`config.mk`:
```
export PLATFORM = sky130hd
export DESIGN_NAME = mem_port_arbiter_flat
export DESIGN_NICKNAME = d
export VERILOG_FILES = /design/src/rtl/mem_port_arbiter_if.sv /design/src/rtl/mem_port_arbiter.sv /design/src/flat_wrapper.sv
export SDC_FILE = /design/constraint.sdc
export NUM_CORES = 1
export LEC_CHECK = 0
export ABC_CLOCK_PERIOD_IN_PS = 1600
export BUFFER_PORTS_ARGS = -buffer_cell sky130_fd_sc_hd__buf_4
export CORE_AREA = 2 2 179 181
export DETAILED_ROUTE_END_ITERATION = 6
export DIE_AREA = 0 0 181 183
export GPL_TIMING_DRIVEN = 0
export PLACE_DENSITY = 0.56
export SLEW_MARGIN = 25
export SYNTH_ARGS = -nofsm -noshare
export SYNTH_HDL_FRONTEND = slang
export SYNTH_SLANG_ARGS = --single-unit
```
`constraint.sdc`:
```
create_clock -name clk -period 1.6 [get_ports clk]
set_input_delay 0.24 -clock clk [delete_from_list [all_inputs] [get_ports clk]]
set_output_delay 0.24 -clock clk [all_outputs]
set_load 0.005 [all_outputs]
```
`src/rtl/mem_port_arbiter_if.sv`:
```
// Bundle of requester-side and memory-side signals of the shared data-memory port.
// The slave modport is the arbiter's view; the master modport is the view of the
// requesters plus the memory that surround it.
interface mem_port_arbiter_if #(
    parameter int ADDR_W = 64,
    parameter int DATA_W = 64
);
    logic              if_req;
    logic [ADDR_W-1:0] if_addr;
    logic              if_done;
    logic              dm_req;
    logic              dm_we;
    logic [ADDR_W-1:0] dm_addr;
    logic [DATA_W-1:0] dm_wdata;
    logic              dm_done;
    logic [DATA_W-1:0] rdata;
    logic              busy;
    logic [ADDR_W-1:0] mem_address;
    logic              mem_write_enable;
    logic              mem_read_enable;
    logic [DATA_W-1:0] mem_write_data;
    logic [DATA_W-1:0] mem_read_data;

    modport slave (
        input  if_req, if_addr, dm_req, dm_we, dm_addr, dm_wdata, mem_read_data,
        output if_done, dm_done, rdata, busy,
               mem_address, mem_write_enable, mem_read_enable, mem_write_data
    );

    modport master (
        output if_req, if_addr, dm_req, dm_we, dm_addr, dm_wdata, mem_read_data,
        input  if_done, dm_done, rdata, busy,
               mem_address, mem_write_enable, mem_read_enable, mem_write_data
    );
endinterface

```
`src/rtl/mem_port_arbiter.sv`:
```
// Arbiter sharing one fixed-latency data memory between the instruction-fetch
// path and the load/store path. One access at a time, alternating priority on
// conflict, read data returned with a one-cycle done pulse to the winner.
module mem_port_arbiter #(
    parameter int ADDR_W  = 64,
    parameter int DATA_W  = 64,
    parameter int MEM_LAT = 2
) (
    input  logic              clk,
    input  logic              rst,
    mem_port_arbiter_if.slave bus
);
    typedef enum logic [1:0] {
        IDLE,
        ACCESS,
        RESP
    } state_t;

    typedef enum logic {
        OWN_FETCH,
        OWN_DATA
    } owner_t;

    localparam int              CNT_W    = (MEM_LAT > 1) ? $clog2(MEM_LAT) : 1;
    localparam logic [CNT_W-1:0] CNT_LOAD = CNT_W'(MEM_LAT - 1);

    state_t            state;
    state_t            state_next;
    owner_t            owner;
    owner_t            last_owner;
    owner_t            grant_owner;
    logic              grant;
    logic              last_cycle;
    logic [CNT_W-1:0]  cnt;
    logic [ADDR_W-1:0] addr_q;
    logic [DATA_W-1:0] wdata_q;
    logic [DATA_W-1:0] rdata_q;
    logic              we_q;
    logic              if_done_c;
    logic              dm_done_c;
    logic              mem_we_c;
    logic              mem_re_c;

    // State register.
    always_ff @(posedge clk) begin
        if (rst) begin
            state <= IDLE;
        end else begin
            state <= state_next;
        end
    end

    // Grant decision, next state and per-state outputs.
    always_comb begin
        state_next  = state;
        grant       = 1'b0;
        grant_owner = OWN_FETCH;
        last_cycle  = 1'b0;
        if_done_c   = 1'b0;
        dm_done_c   = 1'b0;
        mem_we_c    = 1'b0;
        mem_re_c    = 1'b0;
        case (state)
            IDLE: begin
                // Data wins unless fetch is also asking and data was served last.
                if (bus.dm_req && (!bus.if_req || last_owner == OWN_FETCH)) begin
                    grant       = 1'b1;
                    grant_owner = OWN_DATA;
                    state_next  = ACCESS;
                end else if (bus.if_req) begin
                    grant       = 1'b1;
                    grant_owner = OWN_FETCH;
                    state_next  = ACCESS;
                end
            end
            ACCESS: begin
                mem_we_c = (owner == OWN_DATA) && we_q;
                mem_re_c = !we_q;
                if (cnt == '0) begin
                    last_cycle = 1'b1;
                    state_next = RESP;
                end
            end
            RESP: begin
                if_done_c  = (owner == OWN_FETCH);
                dm_done_c  = (owner == OWN_DATA);
                state_next = IDLE;
            end
            default: begin
                state_next = IDLE;
            end
        endcase
    end

    // Request latching at grant, latency countdown and read-data capture.
    always_ff @(posedge clk) begin
        if (rst) begin
            owner      <= OWN_FETCH;
            last_owner <= OWN_FETCH;
            cnt        <= '0;
            addr_q     <= '0;
            wdata_q    <= '0;
            we_q       <= 1'b0;
            rdata_q    <= '0;
        end else if (grant) begin
            owner <= grant_owner;
            cnt   <= CNT_LOAD;
            if (grant_owner == OWN_DATA) begin
                addr_q  <= bus.dm_addr;
                we_q    <= bus.dm_we;
                wdata_q <= bus.dm_wdata;
            end else begin
                addr_q  <= bus.if_addr;
                we_q    <= 1'b0;
                wdata_q <= '0;
            end
        end else if (state == ACCESS) begin
            if (last_cycle) begin
                if (!we_q) begin
                    rdata_q <= bus.mem_read_data;
                end
                last_owner <= owner;
            end else begin
                cnt <= cnt - CNT_W'(1);
            end
        end
    end

    assign bus.if_done          = if_done_c;
    assign bus.dm_done          = dm_done_c;
    assign bus.busy             = (state != IDLE);
    assign bus.rdata            = rdata_q;
    assign bus.mem_address      = addr_q;
    assign bus.mem_write_data   = wdata_q;
    assign bus.mem_write_enable = mem_we_c;
    assign bus.mem_read_enable  = mem_re_c;
endmodule
```
`src/flat_wrapper.sv`:
```
// flat-port wrapper written by rule: the top's interface ports become plain ports
module mem_port_arbiter_flat 
#(
    parameter int ADDR_W  = 64,
    parameter int DATA_W  = 64,
    parameter int MEM_LAT = 2
)
  (clk, rst, bus_if_req, bus_if_addr, bus_dm_req, bus_dm_we, bus_dm_addr, bus_dm_wdata, bus_mem_read_data, bus_if_done, bus_dm_done, bus_rdata, bus_busy, bus_mem_address, bus_mem_write_enable, bus_mem_read_enable, bus_mem_write_data);
  mem_port_arbiter_if #(.ADDR_W(ADDR_W), .DATA_W(DATA_W)) bus_i ();
  input  logic clk;
  input  logic rst;
  input wire logic [$bits(bus_i.if_req)-1:0] bus_if_req;
  input wire logic [$bits(bus_i.if_addr)-1:0] bus_if_addr;
  input wire logic [$bits(bus_i.dm_req)-1:0] bus_dm_req;
  input wire logic [$bits(bus_i.dm_we)-1:0] bus_dm_we;
  input wire logic [$bits(bus_i.dm_addr)-1:0] bus_dm_addr;
  input wire logic [$bits(bus_i.dm_wdata)-1:0] bus_dm_wdata;
  input wire logic [$bits(bus_i.mem_read_data)-1:0] bus_mem_read_data;
  output wire logic [$bits(bus_i.if_done)-1:0] bus_if_done;
  output wire logic [$bits(bus_i.dm_done)-1:0] bus_dm_done;
  output wire logic [$bits(bus_i.rdata)-1:0] bus_rdata;
  output wire logic [$bits(bus_i.busy)-1:0] bus_busy;
  output wire logic [$bits(bus_i.mem_address)-1:0] bus_mem_address;
  output wire logic [$bits(bus_i.mem_write_enable)-1:0] bus_mem_write_enable;
  output wire logic [$bits(bus_i.mem_read_enable)-1:0] bus_mem_read_enable;
  output wire logic [$bits(bus_i.mem_write_data)-1:0] bus_mem_write_data;
  assign bus_i.if_req = bus_if_req;
  assign bus_i.if_addr = bus_if_addr;
  assign bus_i.dm_req = bus_dm_req;
  assign bus_i.dm_we = bus_dm_we;
  assign bus_i.dm_addr = bus_dm_addr;
  assign bus_i.dm_wdata = bus_dm_wdata;
  assign bus_i.mem_read_data = bus_mem_read_data;
  assign bus_if_done = bus_i.if_done;
  assign bus_dm_done = bus_i.dm_done;
  assign bus_rdata = bus_i.rdata;
  assign bus_busy = bus_i.busy;
  assign bus_mem_address = bus_i.mem_address;
  assign bus_mem_write_enable = bus_i.mem_write_enable;
  assign bus_mem_read_enable = bus_i.mem_read_enable;
  assign bus_mem_write_data = bus_i.mem_write_data;
  mem_port_arbiter #(.ADDR_W(ADDR_W), .DATA_W(DATA_W), .MEM_LAT(MEM_LAT)) u_core (.clk(clk), .rst(rst), .bus(bus_i));
endmodule
```
[Yosys cells after proc, flatten, opt, wreduce, memory -nomap -nowiden]
Index checks and enable logic that the tools add are counted.
Word-level totals
  register bits: 198
  bits in latches: 0
  memory bits (writable): 0
  bits in read-only memories: 0
  output and inout port bits: 197
  word-level logic and storage cells: 51
  memories kept: 0
Operators by class
  add/subtract/negate cells: 1
  multiply operators: 0
  divide/modulo/power cells: 0
  magnitude comparators: 0
  equal/unequal tests: 5
  shift-type cells: 0
  multiplexer cells: 21
  bitwise operators: 4
  reductions and logical operators: 12
Operators by type and width (count)
  two-way mux 64 bit: 2
  two-way mux 1 bit: 15
  two-way mux 2 bit: 3
  inverter 1 bit: 4
  one-hot mux 2 bit (2 select lines): 1
  AND reduction 2 bit: 2
  AND reduction 4 bit: 1
  nonzero test 2 bit: 2
  inequality test 3 x 2 -> 1 bit, second input constant: 1
  AND reduction 3 bit: 1
  == test 2 x 1 -> 1 bit, second input constant: 1
  == test 2 bit, second input constant: 1
  logical AND 1 bit: 2
  logical NOT 1 bit: 2
  logical NOT 2 bit: 1
  inequality test 2 x 1 -> 1 bit, second input constant: 1
  inequality test 2 bit, second input constant: 1
  logical OR 1 bit: 1
  subtractor 1 bit, second input constant: 1

[Longest topological paths before layout]
  depth in word-level cells: 7
  depth in mapped cells: 6
  depth with buffers taken out: 4

[Least setup slack after synthesis]
Ideal clock, no wire load.
  kind: reg-to-reg
  from: register u_core.state[0]
  to: register u_core.rdata_q[11], in the netlist u_core.bus.rdata[11]
  arrival time: 1.284 ns
  setup slack: 0.184 ns
  stages on the path, launching flop included: 6
  buffers on the path: 2
  path through: dfxtp_1 > or4b_1 > buf_2 > buf_2 > nand2_1 > a21oi_1
Between the ends
  word-level cells in the longest chain between the ends: 4
  elaborated cells on any way between the ends: 6
  those cells by class: eq/ne: 1; mux: 2; bitwise: 1; reduce/logical: 2
Ends and longest elaborated chain
  from (decl): RTL line mem_port_arbiter.sv:27  | state_t state;
  from (signal assigned): RTL line mem_port_arbiter.sv:49  | state <= state_next;
  logical NOT 2 bit: RTL line mem_port_arbiter.sv:63  | case (state)
  two-way mux 1 bit: RTL line mem_port_arbiter.sv:63
  inverter 1 bit (no line)
  AND reduction 4 bit (no line) *
  to (signal assigned): RTL line mem_port_arbiter.sv:120  | rdata_q <= bus.mem_read_data;
  to (decl): RTL line mem_port_arbiter.sv:37  | logic [DATA_W-1:0] rdata_q;
Every way passes the cells marked *; elsewhere a longest branch is shown, timed or not.
A chain may end at the register's enable or synchronous reset.

[Worst setup path after layout]
  from: register u_core.state[0]
  to: output bus_busy
Between the ends
  word-level cells in the longest chain between the ends: 1
Ends and longest elaborated chain
  nonzero test 2 bit: RTL line mem_port_arbiter.sv:131  | assign bus.busy = (state != IDLE);
  to (decl): RTL line flat_wrapper.sv:22  | output wire logic [$bits(bus_i.busy)-1:0] bus_busy;
Every way passes these cells.

==> impl_metrics.toml <==
[sta]
skew_ps = 8.84
report.final.slew_viol_count = 0
fin_tns_setup_ps = -245
slew_headroom_pct = 47.7
finalSetupViolations = 14
rsz0062_at_grt = "true"
worst_slew_pin_slew_ps = 785
finalCriticalPeriod_ps = 1630
layout_setup_ws_ps = -34.9
period_share_pct = 102
clock.fmax_mhz = 612
hold_viol = 0

[global_route]
antenna_found_initial = 1
grt_max_degree = 19
grt_pass1_vias = 9411
grt_pass1_wl_um = 55100
grt_use_total_pct = 21.3
grt-ovfl-total = 0

[clock_network]
htreeDepth = 4
clock_latency_ps = 440
cts_hold_buffers = 0
cts_root_buf = "clkbuf_16"
clock_path_buffers = 2
cts_buffers = 17
cts_tree = "yes"
path_clk_slew_ps = 80
clock_sinks = 198

[synth]
postSynthCellCount = 979
yosysWarnings = 0
synth_edf_count = 0
synth_cell_types = 29
synth_ff_type = "dfxtp_1"
synth_area_mm2 = 0.00792
synth_nets = 1240
async_flop_share_pct = 0
syn_area_per_cell_um2 = 8.09
ys_seq_area_share_pct = 50.0
synth.ff_latch_count = 198

[worst_setup_path]
cp_top_family = "buffers and inverters"
worstSetupEndpointType = "output port"
reg2regPathDepth = 6
r2r_slack_ps = -30
slowest_stage = "dfxtp_4"
regToRegStartpoint = "u_core.state[0]$_SDFFE_PP0P_"
path_buf_inv = 4
critPathMaxStageDelay_ps = 380
crit_chain = "nor2_4, inv_4, buf_12, buf_8, buf_6"
startpoint_type = "register"
path_max_fanout = 5
cp_data_required_time_ps = 1360
worst-path-stages = 5
reg2reg_to = "u_core.bus.rdata[42]$_SDFFE_PP0P_"
path_class = "register to output port"
crit_arrival_ps = 1390

[power_and_ir_drop]
power_density_mw_per_mm2 = 1040
power_mw = 14.3
vdd_drop_max_mv = 0.638
leakage_nw = 5.76

[flow_run]
maxCapViolCount = 0

[floorplan]
die_height_um = 183
pin_count = 458
chipWidth_um = 181
initial_core_util_pct = 25.4
dieArea_mm2 = 0.0331
rows = 65
core_area_mm2 = 0.0312

[drt]
vias_per_cell = 5.02
first_iter_violations = 448
drc = 0
num_vias = 9538
post_drt_wl_per_cell_um = 19.8
ant_nets = 0
dr.pass1.iters = 4
drt-total-wl_um = 37600

[worst_hold_path]
hp-class = "primary input to register"
min_from = "bus_mem_read_data[52]"
holdPathStages = 3
worstHoldEndpoint = "u_core.bus.rdata[52]$_SDFFE_PP0P_"

[finish]
area_growth_pct = 73.7
final_cell_mix = "buf_4 (474), dfxtp_1 (195), a21oi_1 (168), nand2_1 (116), nand3_1 (96)"
layout_commonest_cell = "buf_4"
post_route_cells_drive_above_1_share_pct = 46.3
final_nets = 1746
layout.cells.non_filler = 1901

[status]
status = "complete, but fails checks"
violations = "negative setup slack"

[placement]
io_buffers = 455
post-dp-hpwl_um = 27600
gp_congestion = 0.847
pre_cts_slack_ps = -633
placedCellCount = 1836
[cells in the mapped netlist (all sizes together), types with 2 or more instances]
library cell | number | share of area (%)
a21oi | 196 | 12
a311oi | 64 | 7.1
buf | 47 | 3.1
clkbuf | 64 | 3.0
dfxtp | 198 | 50
inv | 2 | 0.095
nand2 | 129 | 6.1
nand3 | 129 | 8.1
nor2 | 5 | 0.36
nor3 | 2 | 0.13
o21ai | 131 | 8.3
[cell type report]
| cell class | instances | area, um2 |
|---|---|---|
| antenna | 1 | 2.50 |
| multi-input combinational | 668 | 4000 |
| sequential | 198 | 3970 |
| fill | 3153 | 17500 |
| timing repair buffer | 489 | 3910 |
| buffer | 109 | 773 |
| tap | 402 | 503 |
| clock buffer | 18 | 429 |
| inverter | 2 | 10.0 |
| clock inverter | 14 | 165 |
[logic make-up (layout without fill, tap and decap cells)]
family,after synthesis,in the layout,share of synthesized area (%)
AOI/OAI and AO/OA,394,394,28.1
and+or+nand+nor,274,274,15.6
DFF,198,198,50.0
buffers and inverters,113,632,6.28
other,0,1,0
[stage by stage]
step	instance area (um2)	hold slack (ps)	util, %
3_5_place_dp	11800	448	37.9
6_report	13800	32.9	44.1
4_1_cts	12700	11.4	40.8
3_3_place_gp	11800	443	37.9
2_1_floorplan	7920	376	-
5_1_grt	13800	8.47	44.1
[power by group]
part	switching (mW)	internal, mW	total, mW
clock network	2.14	2.35	4.49
logic	2.01	2.13	4.14
registers	0.287	5.39	5.68
total	4.44	9.88	14.3
[worst register-to-register path, stage by stage (launching register included)]
cell and delay, ps:
dfxtp_4 400, buf_6 130, or4b_4 490, buf_8 170
buf_4 170, nand2_1 70, a21oi_1 60
[how the worst max path moves through the flow]
| stage | startpoint | end | slack [ps] |
|---|---|---|---|
| finish | u_core.state[0]$_SDFFE_PP0P_ | bus_busy | -30 |
| global route | u_core.state[1]$_SDFFE_PP0P_ | bus_busy | -120 |
| CTS | u_core.state[0]$_SDFFE_PP0P_ | bus_busy | -80 |
| detailed placement | rst | u_core.bus.rdata[24]$_SDFFE_PP0P_ | -630 |
| global placement | rst | u_core.bus.rdata[59]$_SDFFE_PP0P_ | -630 |
| floorplan | u_core.state[0]$_SDFFE_PP0P_ | u_core.bus.rdata[11]$_SDFFE_PP0P_ | 180 |
[sequential cells by signal (all words and copies together), names as in the netlist]
register	count
u_core.bus.mem_address	64
u_core.bus.mem_write_data	64
u_core.bus.rdata	64
u_core.state	2
u_core.cnt	1
u_core.last_owner	1
u_core.owner	1
u_core.we_q	1
[metal layers]
layer  routed length [um]  global-route usage, %  share of wire, %  vias up
met5                    0                      0                 0        -
met4                 1190                   7.58               3.2        0
met3                 2770                   6.51               7.4       64
met2                18100                   35.8                48      377
met1                15500                   25.8                41     4551
li1                     -                      -                 -     4546
[timing repair]
action,in CTS,in global routing
resized for setup,70,194
setup buffers,11,13
pin swaps,3,111
setup endpoints to repair,200,179
gates cloned,0,11
Note: power is estimated with default switching activity, not from simulation.
